===== src/rtl/regfile_scan_reader.sv =====
// regfile_scan_reader: a DEPTH x WIDTH register file that can be written at any
// time and, on request, streams every word out in ascending address order over
// a valid/ready handshake. The output register is loaded from the array one
// word ahead of time. A write that lands on the word being loaded at the same
// edge is forwarded, so the newest value goes out.
module regfile_scan_reader #(
  parameter int WIDTH  = 8,
  parameter int DEPTH  = 8,
  parameter int ADDR_W = 3
) (
  input  logic              clk,
  input  logic              reset,
  input  logic              wr_en,
  input  logic [ADDR_W-1:0] wr_addr,
  input  logic [WIDTH-1:0]  wr_data,
  input  logic              start,
  input  logic              out_ready,
  output logic              out_valid,
  output logic [WIDTH-1:0]  out_data,
  output logic [ADDR_W-1:0] out_addr,
  output logic              out_last,
  output logic              busy,
  output logic              done
);

  typedef enum logic [0:0] {
    IDLE = 1'b0,
    SEND = 1'b1
  } state_t;

  localparam logic [ADDR_W-1:0] ZERO_ADDR = {ADDR_W{1'b0}};
  localparam logic [ADDR_W-1:0] ONE_ADDR  = ADDR_W'(1);
  localparam logic [ADDR_W-1:0] LAST_ADDR = ADDR_W'(DEPTH - 1);

  logic [WIDTH-1:0]  mem_r [DEPTH];
  state_t            state_r;
  logic [ADDR_W-1:0] ptr_r;
  logic              out_valid_r;
  logic [WIDTH-1:0]  out_data_r;
  logic [ADDR_W-1:0] out_addr_r;
  logic              out_last_r;
  logic              busy_r;
  logic              done_r;

  logic [ADDR_W-1:0] load_addr_s;
  logic [WIDTH-1:0]  load_data_s;
  logic              handshake_s;
  logic              at_last_s;

  // Returns the array word at addr, replaced by the write data on a same-edge write to it
  function automatic logic [WIDTH-1:0] fwd_word(
    input logic [WIDTH-1:0]  stored,
    input logic              we,
    input logic [ADDR_W-1:0] waddr,
    input logic [WIDTH-1:0]  wdata,
    input logic [ADDR_W-1:0] raddr
  );
    logic [WIDTH-1:0] result;
    if (we && (waddr == raddr)) begin
      result = wdata;
    end else begin
      result = stored;
    end
    return result;
  endfunction

  // Address the output register loads next: word 0 when a scan starts, else the successor of ptr
  always_comb begin
    load_addr_s = ZERO_ADDR;
    if (state_r == SEND) begin
      load_addr_s = ptr_r + ONE_ADDR;
    end else begin
      load_addr_s = ZERO_ADDR;
    end
  end

  // Data for the next output load, with same-edge write forwarding
  always_comb begin
    load_data_s = fwd_word(mem_r[load_addr_s], wr_en, wr_addr, wr_data, load_addr_s);
  end

  // Handshake and end-of-scan decode
  always_comb begin
    handshake_s = 1'b0;
    at_last_s   = 1'b0;
    if (out_valid_r && out_ready) begin
      handshake_s = 1'b1;
    end else begin
      handshake_s = 1'b0;
    end
    if (ptr_r == LAST_ADDR) begin
      at_last_s = 1'b1;
    end else begin
      at_last_s = 1'b0;
    end
  end

  // Storage array: cleared by reset, written whenever wr_en is high
  always_ff @(posedge clk or posedge reset) begin
    if (reset) begin
      for (int i = 0; i < DEPTH; i++) begin
        mem_r[i] <= {WIDTH{1'b0}};
      end
    end else if (wr_en) begin
      mem_r[wr_addr] <= wr_data;
    end
  end

  // Scan FSM with registered stream outputs, busy and done pulse
  always_ff @(posedge clk or posedge reset) begin
    if (reset) begin
      state_r     <= IDLE;
      ptr_r       <= ZERO_ADDR;
      out_valid_r <= 1'b0;
      out_data_r  <= {WIDTH{1'b0}};
      out_addr_r  <= ZERO_ADDR;
      out_last_r  <= 1'b0;
      busy_r      <= 1'b0;
      done_r      <= 1'b0;
    end else begin
      done_r <= 1'b0;
      case (state_r)
        IDLE: begin
          if (start) begin
            state_r     <= SEND;
            ptr_r       <= ZERO_ADDR;
            out_valid_r <= 1'b1;
            out_addr_r  <= ZERO_ADDR;
            out_data_r  <= load_data_s;
            out_last_r  <= (ZERO_ADDR == LAST_ADDR);
            busy_r      <= 1'b1;
          end else begin
            state_r <= IDLE;
          end
        end
        SEND: begin
          if (handshake_s && at_last_s) begin
            state_r     <= IDLE;
            out_valid_r <= 1'b0;
            out_last_r  <= 1'b0;
            busy_r      <= 1'b0;
            done_r      <= 1'b1;
          end else if (handshake_s) begin
            ptr_r      <= load_addr_s;
            out_addr_r <= load_addr_s;
            out_data_r <= load_data_s;
            out_last_r <= (load_addr_s == LAST_ADDR);
          end else begin
            state_r <= SEND;
          end
        end
        default: begin
          state_r     <= IDLE;
          out_valid_r <= 1'b0;
          out_last_r  <= 1'b0;
          busy_r      <= 1'b0;
        end
      endcase
    end
  end

  assign out_valid = out_valid_r;
  assign out_data  = out_data_r;
  assign out_addr  = out_addr_r;
  assign out_last  = out_last_r;
  assign busy      = busy_r;
  assign done      = done_r;

endmodule

===== config.mk =====
export PLATFORM = sky130hd
export DESIGN_NAME = regfile_scan_reader
export DESIGN_NICKNAME = d
export VERILOG_FILES = /design/src/rtl/regfile_scan_reader.sv
export SDC_FILE = /design/constraint.sdc
export NUM_CORES = 1
export LEC_CHECK = 0
export CAP_MARGIN = 10
export CORE_MARGIN = 8
export CORE_UTILIZATION = 60
export CTS_BUF_LIST = sky130_fd_sc_hd__clkbuf_4
export DETAILED_ROUTE_END_ITERATION = 6
export PLACE_DENSITY = 0.88
export SLEW_MARGIN = 25
export SYNTH_ARGS = -nofsm -noshare
export SYNTH_HDL_FRONTEND = slang
export SYNTH_SLANG_ARGS = --single-unit

===== constraint.sdc =====
create_clock -name clk -period 5.29 [get_ports clk]
set_clock_uncertainty 0.15 [all_clocks]
set_input_delay 1.058 -clock clk [delete_from_list [all_inputs] [get_ports clk]]
set_output_delay 1.058 -clock clk [all_outputs]
set_load 0.005 [all_outputs]

==> implementation parameters, run 1 <==
Parameter                              Value

Critical path
  Max FO, Critical Path ... 25
  Cell depth of the worst flop-to-flop path ... 6
  Type of the worst setup path ... flop to output pin
  Startpoint of the lowest-slack register-to-register path ... out_addr[0]$_DFFE_PP0P_
  Data arrival at the endpoint of the critical path ... 2.13 ns
  Data required, critical path ... 4.08 ns
  CP max stage delay ... 1.04 ns
  Total number of cells along the worst setup path ... 1
  Combined buffer and inverter count along the critical path ... 1
  Cell-by-cell listing of the critical path ... clkdlybuf4s50_1
  Critical-path cell with the highest stage delay ... sky130_fd_sc_hd__dfrtp_1
  Family with the most delay on the worst path ... flip-flops
  FF-to-FF End ... out_data[0]$_DFFE_PP0P_
  Kind of launch point of the worst setup path ... flop
  Critical Path Sink Type ... output pin
  FF-to-FF setup slack ... 2.16 ns

Yosys
  Area share of xor/xnor cells in the synthesized design ... 0%
  Adder and majority cell fraction of the synthesized area ... 0.635%
  Synthesized netlist cell count ... 305
  Most numerous cell in the Yosys netlist ... sky130_fd_sc_hd__dfrtp_1
  Proportion of netlist area held by the largest area contributor ... 50.2%
  Ys flop type ... sky130_fd_sc_hd__dfrtp_1
  Syn_area_per_cell ... 12.9 um2
  Synthesis-stage register bit count ... 79
  Fraction of the mapped netlist area in compound gates ... 10.5%
  Dominant combinational cell family by area after synthesis ... multiplexers
  Share of the yosys chip area belonging to registers ... 50.2%
  Synth async-reset ratio ... 100%
  Number of distinct standard cells referenced by the synthesized netlist ... 42
  Syn. warnings ... 0
  Post-synthesis simple-gate area fraction ... 11.4%
  Area contributors post-synth ... sky130_fd_sc_hd__dfrtp_1, sky130_fd_sc_hd__mux2_2, sky130_fd_sc_hd__mux4_2
  Post-synth top cells ... sky130_fd_sc_hd__dfrtp_1, sky130_fd_sc_hd__mux2_2, sky130_fd_sc_hd__a21boi_0
  Post-synthesis net count ... 323
  Multiplexer share of the synthesized area ... 24.1%
  Netlist area before placement ... 0.00394 mm2
  Most area-hungry cell type in the Yosys netlist ... sky130_fd_sc_hd__dfrtp_1
  Number of synthesized flops with an enable pin ... 0

Clocking
  H-tree level count ... 3
  Register clock-pin slew on the reported worst setup and hold paths ... 0.12 ns
  Clock buffer count from CTS ... 9
  Clock sink count ... 79
  Cell chosen for the clock root ... sky130_fd_sc_hd__clkbuf_4
  Clock tree from TritonCTS ... yes
  Buffers inserted by post-CTS timing repair ... 0
  Clock latency at the later pin of the worst-skew pair ... 0.43 ns
  Hold-fix buffers at CTS ... 0
  Max clock buf depth ... 2
  Resized cells post-CTS ... 0

Timing
  Setup TNS ... 0 ns
  Number of max-slew violations in the final report ... 0
  Count of endpoints failing hold in the final timing report ... 0
  Final worst-path setup slack ... 1.95 ns
  Setup violators final ... 0
  Minimum clock period after layout ... 3.34 ns
  Slew @ Worst Pin ... 1.02 ns
  Maximum achievable frequency ... 0.299 GHz
  Fraction of the cycle the final worst path needs ... 63.1%
  Relative max-transition margin ... 31.8%
  RSZ-0062 raised after global routing ... false

Power
  Peak ir drop on the vdd network ... 0.279 mV
  Power density of the placed cells ... 483 mW/mm2
  LEAKAGE ... 0.00183 uW
  Final Power ... 2120 uW

Cells and area
  Antenna fix cells ... 0
  Post-route cell area ... 0.00439 mm2
  Synthesis-to-layout area growth ... 11.4%
  Share of post-route cells with drive strength above 1 ... 29.9%
  Core occupancy in the finished layout ... 69.1%
  Layout fillers ... 432
  Nets@finish ... 348

Detailed routing
  Antenna-violating nets left ... 0
  Total wirelength of the detailed-routed design ... 8390 um
  Number of vias per cell ... 6.31
  Iter 0 DRT Violations ... 169
  Total via count after detailed routing ... 2,600
  TritonRoute pass-1 iters ... 4
  DRC violation count after routing ... 0
  Wirelength per Cell ... 20.4 um

Placement
  Placed Area ... 0.00424 mm2
  # port buffers ... 30
  Detailed Place HPWL ... 5840 um
  GP Congestion ... 0.796
  Pre-CTS setup slack ... 2.16 ns

Global routing
  Antenna violations before repair ... 0
  Number of global-route vias before repair ... 2,720
  Overflow left after global routing ... 0
  Maximum number of pins on one net before global-route repair ... 49
  Wire length of the first global-routing pass ... 14,100 um
  Overall Global Routing Usage ... 18.3%

Min path
  Path category of the worst min-delay check ... flop to flop
  Terminating pin of the worst hold path ... mem_r[57]$_DFFE_PP0P_
  Worst hold stages ... 1
  Startpoint of the most critical hold path ... mem_r[57]$_DFFE_PP0P_

Floorplan
  Chip width ... 97.0 um
  Row count ... 29
  Core area ... 0.00635 mm2
  Initial core utilization ... 62.0%
  Floorplan die area ... 0.00942 mm2
  Die span in y ... 97.0 um
  Top-level port count ... 31

Run
  Count of max-cap constraint violations ... 0

Outcome
  Result of the run ... complete, no violations
metal layers:
metal  wire [um]  up-vias  GRT usage (%)  part of all wire (%)
met3         532       16           4.48                   6.3
met2        4020      106           28.4                    48
met5           0        -              0                     0
met4         157        0           7.69                   1.9
met1        3680     1288           23.9                    44
li1            -     1190              -                     -
registers in the layout (all words and copies together), names as in the netlist:
name / cells
busy: 1
done: 1
mem_r: 64
out_addr: 3
out_data: 8
out_last: 1
state_r: 1
cell type report:
class,count,area [um2],share of cell area [%]
Timing Repair Buffer,32,315,7.19
Inverter,5,20.0,0.456
Clock buffer,9,67.6,1.54
Clock inverter,7,73.8,1.68
Multi-Input combinational cell,203,1840,41.9
Sequential cell,79,1980,45.1
Tap cell,77,96.3,2.20
how the worst max path moves through the flow:
stage	end	start	slack, ns
detailed placement	mem_r[3]$_DFFE_PP0P_	wr_addr[1]	2.16
finish	out_addr[0]	out_addr[0]$_DFFE_PP0P_	1.95
CTS	out_addr[0]	out_addr[0]$_DFFE_PP0P_	1.94
floorplan	busy$_DFFE_PP0P_	reset	2.06
global placement	mem_r[26]$_DFFE_PP0P_	wr_addr[2]	2.23
global route	out_addr[0]	out_addr[0]$_DFFE_PP0P_	1.84
power breakdown:
group	internal [uW]	switching (uW)	total, uW	leakage (uW)
combinational	462	438	900	0.000797
clock	145	215	359	0.0000759
sequential	750	111	861	0.000957
total	1360	764	2120	0.00183
metrics by stage:
stage                     std cells  hold WS (ns)
final                           412         0.366
after global placement          396         0.331
after detailed placement        396         0.337
after global routing            412         0.381
after CTS                       412         0.368
after floorplan                 305         0.321
cells in the final DEF, fill, tap and decap left out, types with 5 or more instances in the layout:
cell type and count:
sky130_fd_sc_hd__dfrtp_1 78, sky130_fd_sc_hd__mux2_2 62, sky130_fd_sc_hd__clkdlybuf4s50_1 30, sky130_fd_sc_hd__a21boi_0 15, sky130_fd_sc_hd__nand2_1 12, sky130_fd_sc_hd__nor2_1 12, sky130_fd_sc_hd__o32ai_1 9, sky130_fd_sc_hd__clkbuf_4 9
sky130_fd_sc_hd__mux4_2 8, sky130_fd_sc_hd__and3_1 8, sky130_fd_sc_hd__a41oi_1 8, sky130_fd_sc_hd__o21ai_1 8, sky130_fd_sc_hd__mux2i_1 7, sky130_fd_sc_hd__nand3_1 7, sky130_fd_sc_hd__and2_0 7, sky130_fd_sc_hd__o21ai_0 5
worst register-to-register path: cells and delay by family, from the launching register on:
family	cells	cell delay, ns
compound gates	3	0.68
fa+ha+maj	1	0.42
buf+inv	1	0.39
flops	1	1.04
simple gates	1	0.34
cell families after synthesis:
group                      Yosys count
AOI/OAI and AO/OA                   55
adders and majority gates            2
buffers and inverters               23
DFF                                 79
muxes                               77
and+or+nand+nor                     69
No activity file was read; power rests on OpenSTA's default activity.
==> inputs of run 2 (changes only) <==
Settings changed: CORE_UTILIZATION 60 to 54, PLACE_DENSITY 0.88 to 0.84.
Clock period 5.29 ns to 2.65 ns, I/O delays scaled along.
==> run 2 against run 1 <==
Die area increased by 9.2%. Register-to-register slack got worse by 1.7 ns. Global-route usage down 1.2 points. Final cell count up 6.6%. Critical path type unchanged. Critical endpoint unchanged.
==> implementation parameters, run 2 (same netlist as run 1, synthesis figures left out) <==
Parameter                              Value

Outcome
  Result of the run ... complete, no violations

Placement
  GP Congestion ... 0.788 (-1.1%)
  Pre-CTS setup slack ... 0.129 ns (-2.03 ns)
  # port buffers ... 30 (unchanged)
  Detailed Place HPWL ... 5630 um (-3.6%)

Clocking
  Resized cells post-CTS ... 0 (unchanged)
  Buffers inserted by post-CTS timing repair ... 0 (unchanged)
  Clock tree from TritonCTS ... yes
  H-tree level count ... 3 (unchanged)
  Register clock-pin slew on the reported worst setup and hold paths ... 0.12 ns (about the same)
  Clock latency at the later pin of the worst-skew pair ... 0.42 ns (about the same)
  Cell chosen for the clock root ... sky130_fd_sc_hd__clkbuf_4
  Hold-fix buffers at CTS ... 0 (unchanged)
  Clock buffer count from CTS ... 9 (unchanged)
  Clock sink count ... 79 (unchanged)
  Max clock buf depth ... 2 (unchanged)

Detailed routing
  Total wirelength of the detailed-routed design ... 8090 um (-3.6%)
  DRC violation count after routing ... 0 (unchanged)
  Number of vias per cell ... 5.86 (-7.1%)
  Wirelength per Cell ... 18.4 um (-9.5%)
  TritonRoute pass-1 iters ... 4 (unchanged)
  Antenna-violating nets left ... 0 (unchanged)
  Iter 0 DRT Violations ... 193 (+14%)
  Total via count after detailed routing ... 2,573 (-1.0%)

Critical path
  Type of the worst setup path ... flop to output pin
  Data required, critical path ... 1.97 ns (-2.11 ns)
  Critical Path Sink Type ... output pin
  Kind of launch point of the worst setup path ... flop
  Cell depth of the worst flop-to-flop path ... 6 (unchanged)
  Data arrival at the endpoint of the critical path ... 1.68 ns (-0.45 ns)
  Max FO, Critical Path ... 24 (-4.0%)

Cells and area
  Share of post-route cells with drive strength above 1 ... 30.3% (+0.44 points)
  Synthesis-to-layout area growth ... 13.0%
  Nets@finish ... 354 (+1.7%)
  Antenna fix cells ... 0 (unchanged)
  Commonest non-fill, non-tap cells in the layout ... sky130_fd_sc_hd__dfrtp_1, sky130_fd_sc_hd__mux2_2, sky130_fd_sc_hd__clkdlybuf4s50_1
  Number of flip-flops under the largest register name ... 64 (unchanged)
  Register name with the most flops ... mem_r
  Layout fillers ... 544 (+26%)
  Most common library cell in the layout ignoring fill and taps ... sky130_fd_sc_hd__dfrtp_1
  Core occupancy in the finished layout ... 62.0% (-7.1 points)

Floorplan
  Initial core utilization ... 54.9% (-7.1 points)
  Top-level port count ... 31 (unchanged)
  Chip width ... 101 um (+4.5%)
  Die span in y ... 101 um (+4.5%)
  Floorplan die area ... 0.0103 mm2 (+9.2%)
  Core area ... 0.00718 mm2 (+13%)
  Row count ... 31 (+6.9%)

Timing
  Minimum clock period after layout ... 2.36 ns
  Setup violators final ... 0 (unchanged)
  RSZ-0062 raised after global routing ... false
  Number of max-slew violations in the final report ... 0 (unchanged)
  Slew @ Worst Pin ... 0.671 ns (-0.351 ns)
  Count of endpoints failing hold in the final timing report ... 0 (unchanged)
  Setup TNS ... 0 ns (unchanged)
  Relative max-transition margin ... 55.3% (+23 points)
  Maximum achievable frequency ... 0.424 GHz
  Fraction of the cycle the final worst path needs ... 88.9%
  Final worst-path setup slack ... 0.293 ns (-1.66 ns)

Power
  Power density of the placed cells ... 934 mW/mm2 (+93%)
  LEAKAGE ... 0.00185 uW (+1.3%)
  Peak ir drop on the vdd network ... 0.595 mV (+110%)

Global routing
  Maximum number of pins on one net before global-route repair ... 80 (+63%)
  Wire length of the first global-routing pass ... 13,700 um (-2.7%)
  Overflow left after global routing ... 0 (unchanged)
  Overall Global Routing Usage ... 17.2% (-1.2 points)
  Number of global-route vias before repair ... 2,634 (-3.2%)
  Antenna violations before repair ... 0 (unchanged)

Run
  Count of max-cap constraint violations ... 0 (unchanged)

Min path
  Worst hold stages ... 1 (unchanged)
  Path category of the worst min-delay check ... flop to flop
==> run 2: changes by cell type in the layout (fill, tap and decap cells not counted), sizes merged <==
cell	change
buf	+6
clkbuf	+4
clkinv	-4
bufinv	-1
==> run 2: layout make-up <==
class	count	area [um2]	area share [%]
Multi-Input combinational cell	203	1840	41.3
Sequential cell	79	1980	44.4
Tap cell	99	124	2.78
Clock inverter	2	8.76	0.197
Inverter	5	22.5	0.506
Clock buffer	13	97.6	2.19
Timing Repair Buffer	38	385	8.66
==> run 2: critical path: stages, from the launching register on <==
cell                              delay (ns)
sky130_fd_sc_hd__dfrtp_1                0.37
sky130_fd_sc_hd__buf_4                  0.31
sky130_fd_sc_hd__clkdlybuf4s50_1        0.57
==> run 2: power by group <==
group	switching, uW	internal, uW
clock network	380	227
registers	158	1500
logic	912	983
total	1450	2710
==> run 2: layer usage <==
layer | vias to the layer above | global-route usage, % | wire length [um] | share of wire [%]
li1 | 1205 | - | - | -
met1 | 1283 | 22.8 | 3710 | 46
met2 | 70 | 26.5 | 3860 | 48
met3 | 15 | 3.44 | 346 | 4.3
met4 | 0 | 7.67 | 169 | 2.1
met5 | - | 0 | 0 | 0
==> run 2: final timing paths <==
check | to | slack [ns] | startpoint
setup / recovery | out_addr[0] | 0.29 | out_addr[0]$_DFFE_PP0P_
min in group asynchronous | mem_r[47]$_DFFE_PP0P_ | 0.41 | reset
max in group asynchronous | mem_r[61]$_DFFE_PP0P_ | 1.64 | reset
setup reg to reg | out_data[2]$_DFFE_PP0P_ | 0.49 | out_addr[1]$_DFFE_PP0P_
hold / removal | mem_r[56]$_DFFE_PP0P_ | 0.36 | mem_r[56]$_DFFE_PP0P_
hold reg to reg | mem_r[56]$_DFFE_PP0P_ | 0.36 | mem_r[56]$_DFFE_PP0P_
==> run 2: metrics by stage <==
stage,cells,hold WS [ns],power (uW),area [um2]
finish,439,0.364,4160,4450
global placement,424,0.331,3510,4350
detailed placement,424,0.340,3580,4350
floorplan,305,0.321,2970,3940
CTS,439,0.366,4180,4450
global route,439,0.378,4420,4450
==> inputs of run 3 (changes only) <==
Settings changed: CORE_UTILIZATION 54 to 60, PLACE_DENSITY 0.84 to 0.88.
Clock period 2.65 ns to 3 ns, I/O delays scaled along.
==> run 3 against run 2 <==
Clock power grew 4.8%. Critical path type is now flop to flop. Final cell count shrank 4.6%. Clock-buffer cell count shrank 4. Critical path depth grew 4. Power shrank 9.8%.
==> implementation parameters, run 3 (same netlist as run 1, synthesis figures left out) <==
Parameter                              Value

Power
  LEAKAGE ... 0.00187 uW (+0.61%)
  Power density of the placed cells ... 844 mW/mm2 (-9.7%)
  Peak ir drop on the vdd network ... 0.497 mV (-16%)

Floorplan
  Top-level port count ... 31 (unchanged)
  Floorplan die area ... 0.00942 mm2 (-8.5%)
  Chip width ... 97.0 um (-4.3%)
  Die span in y ... 97.0 um (-4.3%)
  Core area ... 0.00635 mm2 (-12%)
  Row count ... 29 (-6.5%)
  Initial core utilization ... 62.0% (+7.1 points)

Cells and area
  Register name with the most flops ... mem_r
  Nets@finish ... 355 (+0.28%)
  Commonest non-fill, non-tap cells in the layout ... sky130_fd_sc_hd__dfrtp_1, sky130_fd_sc_hd__mux2_2, sky130_fd_sc_hd__clkdlybuf4s50_1
  Final instance count without filler cells ... 419 (-4.6%)
  Share of post-route cells with drive strength above 1 ... 30.7% (+0.41 points)
  Most common library cell in the layout ignoring fill and taps ... sky130_fd_sc_hd__dfrtp_1
  Antenna fix cells ... 0 (unchanged)
  Number of flip-flops under the largest register name ... 64 (unchanged)
  Post-route cell area ... 0.00445 mm2 (about the same)
  Synthesis-to-layout area growth ... 12.9% (about the same)

Critical path
  Data required, critical path ... 3.16 ns (+1.19 ns)
  Data arrival at the endpoint of the critical path ... 2.62 ns (+0.94 ns)
  Cell depth of the worst flop-to-flop path ... 6 (unchanged)
  Startpoint of the lowest-slack register-to-register path ... out_addr[1]$_DFFE_PP0P_
  Type of the worst setup path ... flop to flop
  FF-to-FF setup slack ... 0.54 ns (+0.05 ns)
  FF-to-FF End ... out_data[3]$_DFFE_PP0P_
  Kind of launch point of the worst setup path ... flop
  Critical Path Sink Type ... flop
  Max FO, Critical Path ... 17 (-29%)

Timing
  Fraction of the cycle the final worst path needs ... 81.9%
  Setup violators final ... 0 (unchanged)
  RSZ-0062 raised after global routing ... false
  Maximum achievable frequency ... 0.407 GHz
  Slew @ Worst Pin ... 0.899 ns (+0.228 ns)
  Number of max-slew violations in the final report ... 0 (unchanged)
  Count of endpoints failing hold in the final timing report ... 0 (unchanged)
  Minimum clock period after layout ... 2.46 ns
  Setup TNS ... 0 ns (unchanged)
  Relative max-transition margin ... 40.1% (-15 points)
  Worst Hold Margin ... 0.367 ns (+0.00354 ns)

Clocking
  Resized cells post-CTS ... 0 (unchanged)
  Register clock-pin slew on the reported worst setup and hold paths ... 0.14 ns (+0.02 ns)
  H-tree level count ... 3 (unchanged)
  Clock buffer count from CTS ... 9 (unchanged)
  Clock latency at the later pin of the worst-skew pair ... 0.43 ns (about the same)
  Clock sink count ... 79 (unchanged)
  Buffers inserted by post-CTS timing repair ... 0 (unchanged)
  Clock tree from TritonCTS ... yes
  Cell chosen for the clock root ... sky130_fd_sc_hd__clkbuf_4
  Max clock buf depth ... 2 (unchanged)
  Hold-fix buffers at CTS ... 0 (unchanged)

Min path
  Terminating pin of the worst hold path ... mem_r[10]$_DFFE_PP0P_
  Worst hold stages ... 1 (unchanged)
  Path category of the worst min-delay check ... flop to flop
  Startpoint of the most critical hold path ... mem_r[10]$_DFFE_PP0P_

Global routing
  Number of global-route vias before repair ... 2,763 (+4.9%)
  Overflow left after global routing ... 0 (unchanged)
  Wire length of the first global-routing pass ... 14,100 um (+3.2%)
  Antenna violations before repair ... 0 (unchanged)
  Maximum number of pins on one net before global-route repair ... 80 (unchanged)
  Overall Global Routing Usage ... 18.5% (+1.3 points)

Placement
  Total instance count after detailed placement ... 403 (-5.0%)
  Placed Area ... 0.00431 mm2 (-0.84%)
  Detailed Place HPWL ... 5810 um (+3.2%)
  GP Congestion ... 0.797 (+1.2%)
  # port buffers ... 30 (unchanged)

Detailed routing
  DRC violation count after routing ... 0 (unchanged)
  Wirelength per Cell ... 19.9 um (+8.2%)
  Antenna-violating nets left ... 0 (unchanged)
  TritonRoute pass-1 iters ... 5 (+1)
  Iter 0 DRT Violations ... 191 (-1.0%)
  Number of vias per cell ... 6.20 (+5.7%)
  Total wirelength of the detailed-routed design ... 8350 um (+3.3%)
  Total via count after detailed routing ... 2,596 (+0.89%)

Run
  Count of max-cap constraint violations ... 0 (unchanged)

Outcome
  Result of the run ... complete, no violations
-- run 3: cell count changes in the layout (fill, tap and decap cells not counted) --
cell                        previous run  this run
sky130_fd_sc_hd__inv_2                 0         1
sky130_fd_sc_hd__bufinv_16             0         1
sky130_fd_sc_hd__clkbuf_4             13         9
sky130_fd_sc_hd__inv_6                 0         1
sky130_fd_sc_hd__clkinv_4              0         2
sky130_fd_sc_hd__buf_4                 6         8
sky130_fd_sc_hd__buf_12                2         1
-- run 3: worst max-delay path by stage --
stage                                 start                       to  slack [ns]  cells past startpoint
floorplan                             reset         busy$_DFFE_PP0P_        0.23                      1
global placement                 wr_addr[1]     mem_r[2]$_DFFE_PP0P_        0.34                      3
detailed placement               wr_addr[1]     mem_r[3]$_DFFE_PP0P_        0.30                      3
CTS                 out_addr[1]$_DFFE_PP0P_  out_data[3]$_DFFE_PP0P_        0.53                      6
global route        out_addr[0]$_DFFE_PP0P_  out_data[3]$_DFFE_PP0P_        0.37                      6
finish              out_addr[1]$_DFFE_PP0P_  out_data[3]$_DFFE_PP0P_        0.54                      6
-- run 3: per-layer routing --
metal  wire, um  share of wire [%]  GRT usage (%)
met1       3640                 44           23.2
met2       4170                 50           30.0
met3        381                4.6           3.34
met4        161                1.9           8.88
met5          0                  0              0
-- run 3: through the flow --
| stage | setup WS (ns) | power, uW | util (%) |
|---|---|---|---|
| 6_report | 0.543 | 3750 | 70.1 |
| 5_1_grt | 0.365 | 4000 | 70.1 |
| 2_1_floorplan | 0.227 | 2620 | - |
| 3_3_place_gp | 0.339 | 3060 | 67.9 |
| 3_5_place_dp | 0.297 | 3120 | 67.9 |
| 4_1_cts | 0.526 | 3760 | 70.1 |
-- run 3: worst max-delay path, cell delays in order (launching register included) --
cell and delay (ns):
sky130_fd_sc_hd__dfrtp_1 0.42, sky130_fd_sc_hd__ha_1 0.68, sky130_fd_sc_hd__buf_4 0.37, sky130_fd_sc_hd__mux2i_1 0.22
sky130_fd_sc_hd__nor2_1 0.06, sky130_fd_sc_hd__o32ai_1 0.33, sky130_fd_sc_hd__o21ai_1 0.11
-- run 3: report_power, final --
part	internal (uW)	switching, uW
sequential	1320	137
combinational	839	816
clock	255	380
-- run 3: cell type report --
type,count,area [um2]
flip-flops and latches,79,1980
fillers,453,1900
multi-input cells,203,1840
repair buffers,39,380
well taps,77,96.3
clock inverters,7,72.6
clock buffers,9,67.6
inverters,5,18.8
